<file path="config.mk">
export PLATFORM = sky130hd
export DESIGN_NAME = fifo_wr_arbiter
export DESIGN_NICKNAME = d
export VERILOG_FILES = /design/src/rtl/fifo_wr_arbiter.sv
export SDC_FILE = /design/constraint.sdc
export NUM_CORES = 1
export LEC_CHECK = 0
export ABC_AREA = 1
export BUFFER_PORTS_ARGS = -buffer_cell sky130_fd_sc_hd__clkbuf_2
export CORE_UTILIZATION = 46
export DETAILED_ROUTE_END_ITERATION = 7
export PLACE_DENSITY = 0.79
export RECOVER_POWER = 25
export SKIP_CTS_REPAIR_TIMING = 1
export SLEW_MARGIN = 20
export SYNTH_ARGS = -nofsm -noshare
export SYNTH_HDL_FRONTEND = slang
export SYNTH_SLANG_ARGS = --single-unit
</file>
<file path="constraint.sdc">
create_clock -name clk -period 1.9 [get_ports clk]
set_input_delay 0.095 -clock clk [delete_from_list [all_inputs] [get_ports clk]]
set_output_delay 0.095 -clock clk [all_outputs]
set_load 0.01 [all_outputs]
</file>
<file path="src/rtl/fifo_wr_arbiter.sv">
// Round-robin, burst-holding arbiter in front of a FIFO write port.
// FIFO_ARB_PRIO0_EN: requester 0 always wins in IDLE; round-robin covers 1..NREQ-1.
module fifo_wr_arbiter #(
  parameter int N     = 8,
  parameter int NREQ  = 4,
  parameter int BURST = 4
) (
  input  logic                clk,
  input  logic                rst,
  input  logic [NREQ-1:0]     req_valid,
  input  logic [NREQ*N-1:0]   req_data,
  output logic [NREQ-1:0]     req_ready,
  input  logic                fifo_Full,
  output logic [N-1:0]        wr_data,
  output logic                wr_en,
  output logic [NREQ-1:0]     grant,
  output logic                busy
);

  localparam int IDW = $clog2(NREQ);
  localparam int BW  = $clog2(BURST) + 1;

  typedef enum logic {IDLE, GRANT} state_t;

  state_t          state_q, state_d;
  logic [NREQ-1:0] grant_q, grant_d;
  logic [IDW-1:0]  id_q, id_d;
  logic [IDW-1:0]  last_q, last_d;
  logic [BW-1:0]   beat_q, beat_d;
  logic [IDW:0]    pick_res;

  // Returns {found, index}: first valid requester searching upward from last+1.
  function automatic logic [IDW:0] pick(input logic [NREQ-1:0] v,
                                        input logic [IDW-1:0]  last);
    logic           found;
    logic [IDW-1:0] idx;
    logic           allow;
    int             j;
    found = 1'b0;
    idx   = '0;
    for (int k = 1; k <= NREQ; k++) begin
      j     = (int'(last) + k) % NREQ;
      allow = v[j];
`ifdef FIFO_ARB_PRIO0_EN
      if (j == 0) allow = 1'b0;
`endif
      if (!found && allow) begin
        found = 1'b1;
        idx   = IDW'(j);
      end
    end
`ifdef FIFO_ARB_PRIO0_EN
    if (v[0]) begin
      found = 1'b1;
      idx   = '0;
    end
`endif
    return {found, idx};
  endfunction

  always_comb begin
    state_d   = state_q;
    grant_d   = grant_q;
    id_d      = id_q;
    last_d    = last_q;
    beat_d    = beat_q;
    req_ready = '0;
    wr_en     = 1'b0;
    wr_data   = '0;
    busy      = 1'b0;
    pick_res  = pick(req_valid, last_q);
    case (state_q)
      IDLE: begin
        beat_d = '0;
        if (pick_res[IDW]) begin
          state_d = GRANT;
          id_d    = pick_res[IDW-1:0];
          grant_d = NREQ'(1) << pick_res[IDW-1:0];
        end
      end
      GRANT: begin
        busy             = 1'b1;
        req_ready[id_q]  = ~fifo_Full;
        wr_data          = req_data[int'(id_q)*N +: N];
        wr_en            = req_valid[id_q] & ~fifo_Full;
        if (wr_en) beat_d = beat_q + BW'(1);
        // Release on the last beat of a burst, or as soon as the owner goes idle.
        if (!req_valid[id_q] || (wr_en && beat_q == BW'(BURST - 1))) begin
          state_d = IDLE;
          last_d  = id_q;
          grant_d = '0;
          beat_d  = '0;
        end
      end
      default: state_d = IDLE;
    endcase
  end

  always_ff @(posedge clk or posedge rst) begin
    if (rst) begin
      state_q <= IDLE;
      grant_q <= '0;
      id_q    <= '0;
      last_q  <= IDW'(NREQ - 1);
      beat_q  <= '0;
    end else begin
      state_q <= state_d;
      grant_q <= grant_d;
      id_q    <= id_d;
      last_q  <= last_d;
      beat_q  <= beat_d;
    end
  end

  assign grant = grant_q;

endmodule

</file>
# Word level (Yosys, flattened, before mapping)
# Cells that the tools add are included.
[totals]
ff_bits = 12
out_inout_bits = 18
wordCells = 84
[classes]
n_addsub = 5
order_cmp = 6
n_eq_ne = 4
n_shift = 2
muxes = 37
n_bitwise = 8
reduce_logical = 17
[ops]
columns = ["cell", "count"]
rows = [
  ["$shiftx 32x6->8", 1],
  ["$mux 1", 18],
  ["$lt 3x4->1 const B", 4],
  ["$mux 4", 3],
  ["$bmux 1 s2", 5],
  ["$mux 2", 4],
  ["$mux 8", 1],
  ["$pmux 4 s2", 1],
  ["$reduce_or 2->1", 4],
  ["$mux 3", 2],
  ["$pmux 3 s2", 1],
  ["$reduce_and 2->1", 3],
  ["$logic_and 1x1->1", 5],
  ["$add 2x1->2 const B", 2],
  ["$add 2x2->2 const B", 2],
  ["$and 1x1->1 const A", 4],
  ["$and 4x4->4", 1],
  ["$logic_not 1->1", 4],
  ["$shl 1x2->4 const A", 1],
  ["$add 3x1->3 const B", 1],
  ["$eq 3x2->1 const B", 1],
  ["$lt 2x3->1 const B", 1],
  ["$ne 3x1->1 const B", 1],
  ["$demux 1 s2", 1],
  ["7 further kinds", 8],
]

# Longest topological paths before layout
# Gate-level depths: netlist of the first run.
[depth]
ltp_word = 19
mapped_depth = 13
depth_no_buf = 12

# Worst setup path after synthesis of the first run
# Ideal clock, no wire load.
[synth_path]
path_type = "register -> register"
from = "register last_q[0]"
to = "register grant_q[0], in the netlist grant[0]"
setup_time_ps = 117
arrival_time_ps = 1466
required_ps = 1783
path_slack_ps = 318
stages_incl_launch_ff = 14
path_buffers = 2
period_less_slack_ps = 1582
cell_sequence = "dfstp_2 buf_6 inv_8 nand2_2 nand2_4 nand2_4 nand2_4 nor2_8 nand2_4 o21bai_4 buf_6 inv_2 nand3_2 nand2_1"
[synth_between]
elab_chain_len = 17
word_cells_on_any_way = 35
[synth_lines]
columns = ["item", "line_no", "rtl"]
rows = [
  ["start, declared", "28", "logic [IDW-1:0] last_q, last_d;"],
  ["start signal, assigned", "104", "last_q <= IDW'(NREQ - 1);"],
  ["start signal, assigned", "110", "last_q <= last_d;"],
  ["$add 2x1->2", "42", "j = (int'(last) + k) % NREQ;"],
  ["$bmux 1 s2", "43", "allow = v[j];"],
  ["$mux 1 (implied by the code) (2 in a row)", "43", ""],
  ["$mux 1", "47", "if (!found && allow) begin"],
  ["$logic_not 1->1", "47", ""],
  ["$logic_and 1x1->1", "47", ""],
  ["$mux 1", "47", ""],
  ["$logic_not 1->1", "47", ""],
  ["$logic_and 1x1->1", "47", ""],
  ["$mux 1", "47", ""],
  ["$logic_not 1->1", "47", ""],
  ["$logic_and 1x1->1", "47", ""],
  ["$mux 2", "47", ""],
  ["$shl 1x2->4", "78", "grant_d = NREQ'(1) << pick_res[IDW-1:0];"],
  ["$mux 4", "75", "if (pick_res[IDW]) begin"],
  ["$pmux 4 s2", "72", "case (state_q)"],
  ["end signal, assigned", "108", "grant_q <= grant_d;"],
  ["end, declared", "26", "logic [NREQ-1:0] grant_q, grant_d;"],
]
# Parallel ways exist; a longest one is shown, timed or not. The select of a mux whose other input is x is not followed.
# A chain may end at the register's enable or synchronous reset.

# Final worst setup path of the first run
[layout_path]
from = "register id_q[1]"
to = "output port wr_en"
[layout_between]
elab_chain_len = 4
[layout_lines]
columns = ["item", "line_no", "rtl"]
rows = [
  ["start, declared", "27", "logic [IDW-1:0] id_q, id_d;"],
  ["start signal, assigned", "109", "id_q <= id_d;"],
  ["$bmux 1 s2", "85", "wr_en = req_valid[id_q] & ~fifo_Full;"],
  ["$mux 1 (implied by the code)", "85", ""],
  ["$and 1x1->1", "85", ""],
  ["$mux 1", "72", ""],
  ["end, declared", "15", "output logic wr_en,"],
]
# No other way between the ends. The select of a mux whose other input is x is not followed.

==> results of run 1 <==
logic make-up (layout without fill, tap and decap cells):
kind of cell    count (synthesis)  in the layout  synth area share, %
compound gates                 26             26                15.78
fa+ha+maj                       2              2                2.090
buf+inv                        23             83                9.507
flops                          12             12                25.29
simple gates                  107            107                47.33
worst max-delay path, cell delays in order (launching register included):
cell	delay (ns)
dfrtp_2	0.51
nor2_4	0.26
a22oi_2	0.09
o211ai_2	0.14
nand2_1	0.18
nor2_1	0.12
clkbuf_2	0.14
metal layers:
layer / share of wire (%) / up-vias / global-route usage [%]
met3: 3.8 / 3 / 1.724
li1: - / 702 / -
met5: 0 / - / 0
met4: 0.76 / 0 / 5.263
met1: 45 / 630 / 32.80
met2: 50 / 34 / 34.18
power by group:
group          switching [mW]  internal (mW)
combinational            1.21          0.733
clock                  0.0860         0.0815
sequential              0.152          0.366
layout make-up:
type / instances / area (um^2)
flip-flops and latches: 12 / 305.3
fillers: 248 / 910.9
repair buffers: 64 / 352.8
inverters: 15 / 63.81
multi-input cells: 135 / 780.7
clock buffers: 4 / 26.28
well taps: 30 / 37.54
placed cells by master (no fill, tap or decap):
cell / n
inv_8: 1
inv_1: 9
nand2_4: 6
nand4_1: 2
ha_1: 2
buf_4: 5
a22oi_1: 8
o21bai_4: 1
nor2_8: 1
a21oi_1: 4
nand3_1: 31
clkinv_1: 1
clkbuf_2: 57
o21ai_1: 3
dfrtp_2: 2
a22oi_2: 1
o211ai_2: 1
clkbuf_4: 3
nand3_2: 2
nand3b_1: 2
nor2_1: 6
a31oi_1: 8
nor3_1: 2
nor2_4: 2
nand2_1: 44
buf_12: 1
dfstp_2: 2
dfrtp_1: 8
clkbuf_1: 1
dlygate4sd3_1: 1
inv_2: 4
nand2_2: 9
flip-flops by register name, indices dropped and copies added (netlist names):
signal / flops
state_q: 1
beat_q: 3
last_q: 2
grant: 4
id_q: 2
stage by stage:
| step | std cells | setup slack [ns] | hold slack, ns |
|---|---|---|---|
| floorplan | 170 | 0.3175 | -0.04173 |
| global placement | 252 | 0.2015 | 0.1002 |
| detailed placement | 252 | 0.1537 | 0.09835 |
| CTS | 256 | 0.02860 | -0.1988 |
| finish | 260 | 0.09092 | 0.1816 |
| global route | 260 | 0.02570 | 0.2234 |
how the worst min path moves through the flow:
stage | from | endpoint | slack (ns) | depth (start not counted)
final | fifo_Full | beat_q[0] | 0.18 | 4
after detailed placement | rst | grant[0] | 0.1 | 2
after CTS | rst | grant[0] | -0.20 | 2
after global placement | rst | grant[1] | 0.10 | 2
after floorplan | rst | beat_q[0] | -0.04 | 1
after global routing | fifo_Full | beat_q[1] | 0.22 | 4
==> impl_metrics.xml, run 1 <==
<?xml version="1.0" encoding="UTF-8"?>
<metrics>
  <group name="run_status">
    <metric name="run_status" unit="">finished, final reports clean</metric>
  </group>
  <group name="detailed_routing">
    <metric name="vias" unit="">1369</metric>
    <metric name="totalWireLength" unit="um">3141</metric>
    <metric name="dr.first_iter.drc_count" unit="">35</metric>
    <metric name="drt_first_pass_iters" unit="">4</metric>
    <metric name="post_drt_via_cell_ratio" unit="">5.265</metric>
    <metric name="detail_route.drc_violations" unit="">0</metric>
    <metric name="final_antenna_net_count" unit="">0</metric>
    <metric name="post_drt_wl_per_cell" unit="um">12.08</metric>
  </group>
  <group name="synthesis">
    <metric name="syn-num-nets" unit="">211</metric>
    <metric name="synth.ff_latch_count" unit="">12</metric>
    <metric name="syn-cell-area" unit="um^2">1197</metric>
    <metric name="synthMostInstantiatedCell" unit="">nand2_1</metric>
    <metric name="synthArstFlopShare" unit="%">100.0</metric>
    <metric name="post_synth_num_cell_types" unit="">30</metric>
    <metric name="yosys_warnings" unit="">0</metric>
    <metric name="synth_enable_flop_cells" unit="">0</metric>
    <metric name="ys_seq_area_share" unit="%">25.29</metric>
    <metric name="synth.largest_area_cell" unit="">dfrtp_1</metric>
    <metric name="synth_commonest_cells" unit="">44 x nand2_1, 31 x nand3_1, 10 x dfrtp_1</metric>
    <metric name="synth_cells" unit="">170</metric>
    <metric name="synthFlopType" unit="">dfrtp_1</metric>
    <metric name="ys_top_cells_by_area" unit="">dfrtp_1 21%, nand2_1 14%, nand3_1 13%</metric>
    <metric name="syn_avg_cell_area" unit="um^2">7.044</metric>
    <metric name="synth_largest_type_area_fraction" unit="%">20.90</metric>
  </group>
  <group name="clock_network">
    <metric name="cts_tree" unit="">yes</metric>
    <metric name="numCtsBuffers" unit="">3</metric>
    <metric name="cts.root.buffer_cell" unit="">clkbuf_4</metric>
    <metric name="clock-sinks" unit="">12</metric>
    <metric name="h_tree_levels" unit="">1</metric>
    <metric name="ctsLongestPathBuffers" unit="">2</metric>
    <metric name="cts.clk_slew.worst_paths" unit="ns">0.08</metric>
    <metric name="worstSkewPairLatency" unit="ns">0.28</metric>
  </group>
  <group name="pwr">
    <metric name="power-per-cell-area" unit="nW/um^2">1678</metric>
    <metric name="largest_voltage_drop_on_the_vdd_net" unit="mV">1.329</metric>
    <metric name="p_leak" unit="nW">0.8347</metric>
    <metric name="totalPowerFinal" unit="mW">2.629</metric>
  </group>
  <group name="die">
    <metric name="die_h" unit="um">53.02</metric>
    <metric name="floorplan.rows" unit="">18</metric>
    <metric name="core_area" unit="um^2">2477</metric>
    <metric name="area_of_the_die" unit="um^2">2811</metric>
    <metric name="die_extent_in_x" unit="um">53.02</metric>
    <metric name="initial_utilization" unit="%">48.33</metric>
    <metric name="io-pin-count" unit="">57</metric>
  </group>
  <group name="placed_design">
    <metric name="gp_routability_congestion" unit="">0.7874</metric>
    <metric name="placement.cell_area" unit="um^2">1495</metric>
    <metric name="dpl.hpwl" unit="um">2388</metric>
    <metric name="count_of_input_and_output_buffers" unit="">56</metric>
  </group>
  <group name="timing">
    <metric name="worst_slew_pin_slew" unit="ns">0.4413</metric>
    <metric name="max_freq" unit="MHz">552.8</metric>
    <metric name="finalSetupViolCount" unit="">0</metric>
    <metric name="maxSlewViolCount" unit="">0</metric>
    <metric name="fin_skew" unit="ns">0.007112</metric>
    <metric name="final_min_period_over_clock_period" unit="%">95.21</metric>
    <metric name="setup_total_negative_slack" unit="ns">0</metric>
    <metric name="worst_slew_margin_rel" unit="%">70.55</metric>
    <metric name="rsz0062_at_grt" unit="">false</metric>
    <metric name="min_clock_period_post_route" unit="ns">1.809</metric>
    <metric name="hold_viol_final" unit="">0</metric>
  </group>
  <group name="grt">
    <metric name="grt_util_all_layers" unit="%">22.04</metric>
    <metric name="gr-total-overflow" unit="">0</metric>
    <metric name="first_global_vias" unit="">1027</metric>
    <metric name="grt_max_degree" unit="">16</metric>
    <metric name="grt_pass1_wl" unit="um">4547</metric>
    <metric name="grt_antenna_before_repair" unit="">0</metric>
  </group>
  <group name="critical_path">
    <metric name="ff2ff_setup_slack" unit="ns">0.15</metric>
    <metric name="critPathArrivalTime" unit="ns">1.71</metric>
    <metric name="endpoint_kind" unit="">output pin</metric>
    <metric name="crit-reg2reg-launch" unit="">last_q[1]</metric>
    <metric name="worst-path-max-fanout" unit="">11</metric>
    <metric name="worstSetupStartpoint" unit="">id_q[1]</metric>
    <metric name="r2r-end" unit="">grant[1]</metric>
    <metric name="required" unit="ns">1.80</metric>
    <metric name="reg2reg_depth" unit="">11</metric>
    <metric name="cp-endpoint" unit="">wr_en</metric>
    <metric name="setup.worst_path.start_class" unit="">flop</metric>
    <metric name="worst-setup-path-type" unit="">flop to output pin</metric>
  </group>
  <group name="finish">
    <metric name="diodes" unit="">0</metric>
    <metric name="synthToLayoutAreaGrowth" unit="%">30.83</metric>
    <metric name="final_core_util" unit="%">63.23</metric>
    <metric name="drive_gt1_share" unit="%">42.61</metric>
    <metric name="finish.instance_area" unit="um^2">1567</metric>
    <metric name="number_of_nets_in_the_layout" unit="">272</metric>
  </group>
  <group name="job">
    <metric name="max_cap_viol_count" unit="">0</metric>
  </group>
  <group name="hold_path">
    <metric name="hold_path_class" unit="">primary input to flop</metric>
  </group>
</metrics>
No activity file was read; power rests on OpenSTA's default activity.
==> run 2: changes to the inputs <==
==> constraint.sdc (replaced) <==
create_clock -name clk -period 1.9 [get_ports clk]
set_input_delay 0.57 -clock clk [delete_from_list [all_inputs] [get_ports clk]]
set_output_delay 0.57 -clock clk [all_outputs]
set_load 0.01 [all_outputs]
==> run 2 against run 1 <==
Net effect:
- the flow now finishes with violations (setup timing)
- final cell count grew 2.7%
- critical path depth is the same
- clock-buffer cell count is the same
- final area grew 6.5%
- maximum frequency shrank 10%
- critical endpoint unchanged
- largest power group unchanged
- highest routed layer unchanged
==> impl_metrics.xml, run 2 (synthesized netlist as in run 1, its figures left out) <==
<?xml version="1.0" encoding="UTF-8"?>
<metrics>
  <group name="pwr">
    <metric name="power.share.clock" unit="%">7.1</metric>
    <metric name="p_int" unit="mW">1.376</metric>
    <metric name="power.net_switching" unit="mW">1.482</metric>
    <metric name="fraction_of_power_spent_switching_nets" unit="%">51.86</metric>
    <metric name="largest_voltage_drop_on_the_vdd_net" unit="mV">1.007</metric>
    <metric name="p_leak" unit="nW">0.8832</metric>
    <metric name="power.share.combinational" unit="%">75.4</metric>
    <metric name="pwr-share-seq" unit="%">17.6</metric>
    <metric name="power-per-cell-area" unit="nW/um^2">1714</metric>
    <metric name="totalPowerFinal" unit="mW">2.858</metric>
  </group>
  <group name="die">
    <metric name="area_of_the_die" unit="um^2">2811</metric>
    <metric name="die_extent_in_x" unit="um">53.02</metric>
    <metric name="initial_utilization" unit="%">48.33</metric>
    <metric name="floorplan.rows" unit="">18</metric>
    <metric name="die_h" unit="um">53.02</metric>
    <metric name="core_area" unit="um^2">2477</metric>
    <metric name="io-pin-count" unit="">57</metric>
  </group>
  <group name="placed_design">
    <metric name="dpl.hpwl" unit="um">2396</metric>
    <metric name="gp_routability_congestion" unit="">0.7923</metric>
    <metric name="count_of_input_and_output_buffers" unit="">56</metric>
    <metric name="placement.cell_area" unit="um^2">1575</metric>
  </group>
  <group name="clock_network">
    <metric name="ctsLongestPathBuffers" unit="">2</metric>
    <metric name="cts.root.buffer_cell" unit="">clkbuf_4</metric>
    <metric name="worstSkewPairLatency" unit="ns">0.27</metric>
    <metric name="h_tree_levels" unit="">1</metric>
    <metric name="numCtsBuffers" unit="">3</metric>
    <metric name="cts.clk_slew.worst_paths" unit="ns">0.08</metric>
    <metric name="clock-sinks" unit="">12</metric>
    <metric name="cts_tree" unit="">yes</metric>
  </group>
  <group name="finish">
    <metric name="largest_register_ff_count" unit="">4</metric>
    <metric name="synthToLayoutAreaGrowth" unit="%">39.29</metric>
    <metric name="final_core_util" unit="%">67.32</metric>
    <metric name="mostFrequentLayoutCell" unit="">clkbuf_2</metric>
    <metric name="finish.instance_area" unit="um^2">1668</metric>
    <metric name="drive_gt1_share" unit="%">48.10</metric>
    <metric name="final_cell_mix" unit="">47 x clkbuf_2, 43 x nand2_1, 31 x nand3_1</metric>
    <metric name="diodes" unit="">0</metric>
    <metric name="number_of_nets_in_the_layout" unit="">279</metric>
  </group>
  <group name="run_status">
    <metric name="failed_checks" unit="">setup timing</metric>
    <metric name="run_status" unit="">finished, violations left</metric>
  </group>
  <group name="grt">
    <metric name="grt_antenna_before_repair" unit="">0</metric>
    <metric name="grt_util_all_layers" unit="%">20.80</metric>
    <metric name="grt_pass1_wl" unit="um">4326</metric>
    <metric name="first_global_vias" unit="">1055</metric>
    <metric name="gr-total-overflow" unit="">0</metric>
    <metric name="grt_max_degree" unit="">16</metric>
  </group>
  <group name="job">
    <metric name="max_cap_viol_count" unit="">0</metric>
  </group>
  <group name="timing">
    <metric name="fin_skew" unit="ns">0.002952</metric>
    <metric name="setup_total_negative_slack" unit="ns">-0.8303</metric>
    <metric name="postLayoutSetupSlackWorst" unit="ns">-0.1138</metric>
    <metric name="max_freq" unit="MHz">496.6</metric>
    <metric name="hold_viol_final" unit="">0</metric>
    <metric name="worst_slew_pin_slew" unit="ns">0.4557</metric>
    <metric name="finalSetupViolCount" unit="">9</metric>
    <metric name="final_min_period_over_clock_period" unit="%">106.0</metric>
    <metric name="worst_slew_margin_rel" unit="%">69.59</metric>
    <metric name="maxSlewViolCount" unit="">0</metric>
    <metric name="rsz0062_at_grt" unit="">true</metric>
    <metric name="min_clock_period_post_route" unit="ns">2.014</metric>
  </group>
  <group name="critical_path">
    <metric name="reg2reg_depth" unit="">9</metric>
    <metric name="crit-reg2reg-launch" unit="">last_q[0]</metric>
    <metric name="required" unit="ns">1.33</metric>
    <metric name="endpoint_kind" unit="">output pin</metric>
    <metric name="worst-setup-path-type" unit="">flop to output pin</metric>
    <metric name="r2r-end" unit="">grant[1]</metric>
    <metric name="setup.worst_path.start_class" unit="">flop</metric>
    <metric name="ff2ff_setup_slack" unit="ns">0.17</metric>
    <metric name="critPathArrivalTime" unit="ns">1.44</metric>
    <metric name="worst-path-max-fanout" unit="">7</metric>
  </group>
  <group name="detailed_routing">
    <metric name="drt_first_pass_iters" unit="">4</metric>
    <metric name="final_antenna_net_count" unit="">0</metric>
    <metric name="dr.first_iter.drc_count" unit="">28</metric>
    <metric name="post_drt_via_cell_ratio" unit="">5.139</metric>
    <metric name="vias" unit="">1372</metric>
    <metric name="post_drt_wl_per_cell" unit="um">11.60</metric>
    <metric name="detail_route.drc_violations" unit="">0</metric>
    <metric name="totalWireLength" unit="um">3097</metric>
  </group>
  <group name="hold_path">
    <metric name="hold_path_class" unit="">primary input to asynchronous set/reset pin</metric>
  </group>
</metrics>
==> run 2: cell types whose count changed in the layout (fill, tap and decap cells not counted), moves of 6 or more <==
cell,delta
buf_4,+8
buf_2,+9
clkbuf_2,-10
a22oi_1,-6
a22oi_2,+6
==> run 2: stage by stage <==
step                setup WS (ns)  hold WS (ns)  cells
global route              -0.2204        0.3021    267
detailed placement        0.06107        0.5010    261
CTS                       -0.1917        0.2766    265
floorplan                  0.1192        0.4333    170
finish                    -0.1138        0.2698    267
global placement          0.06339        0.4951    261
==> run 2: worst max path at each step <==
stage | start | endpoint | slack (ns) | cells after the start
3_3_place_gp | req_valid[2] | wr_en | 0.06 | 6
6_report | id_q[1] | wr_en | -0.11 | 6
4_1_cts | id_q[1] | wr_en | -0.19 | 6
5_1_grt | id_q[0] | wr_en | -0.22 | 6
2_1_floorplan | id_q[1] | wr_en | 0.12 | 6
3_5_place_dp | req_valid[0] | wr_en | 0.06 | 6
==> run 2: layer usage <==
metal  up-vias  track usage [%]  share of wire, %
li1        716                -                 -
met1       623            29.45                47
met2        29            32.28                49
met3         4            2.011               2.6
met4         0            7.895              0.84
met5         -                0                 0
==> run 2: final cells by class <==
| cell class | count | area [um^2] |
|---|---|---|
| multi-input cells | 135 | 813.3 |
| flip-flops and latches | 12 | 305.3 |
| fillers | 232 | 809.5 |
| well taps | 30 | 37.54 |
| clock buffers | 4 | 36.28 |
| repair buffers | 71 | 409.1 |
| inverters | 15 | 66.31 |
==> run 2: worst max-delay path, cell delays in order (launching register included) <==
cell	delay [ns]
dfrtp_2	0.47
buf_4	0.18
nand3_1	0.09
o211ai_2	0.11
nand2_1	0.09
nor2_1	0.08
buf_2	0.14
==> run 2: power by group through the flow <==
stage / logic [mW] / clock network [mW] / registers [mW]
2_1_floorplan: 1.49 / 0 / 0.438
5_1_grt: 2.37 / 0.218 / 0.514
6_report: 2.15 / 0.202 / 0.502
3_3_place_gp: 2.02 / 0 / 0.492
3_5_place_dp: 2.03 / 0 / 0.493
4_1_cts: 2.04 / 0.207 / 0.489
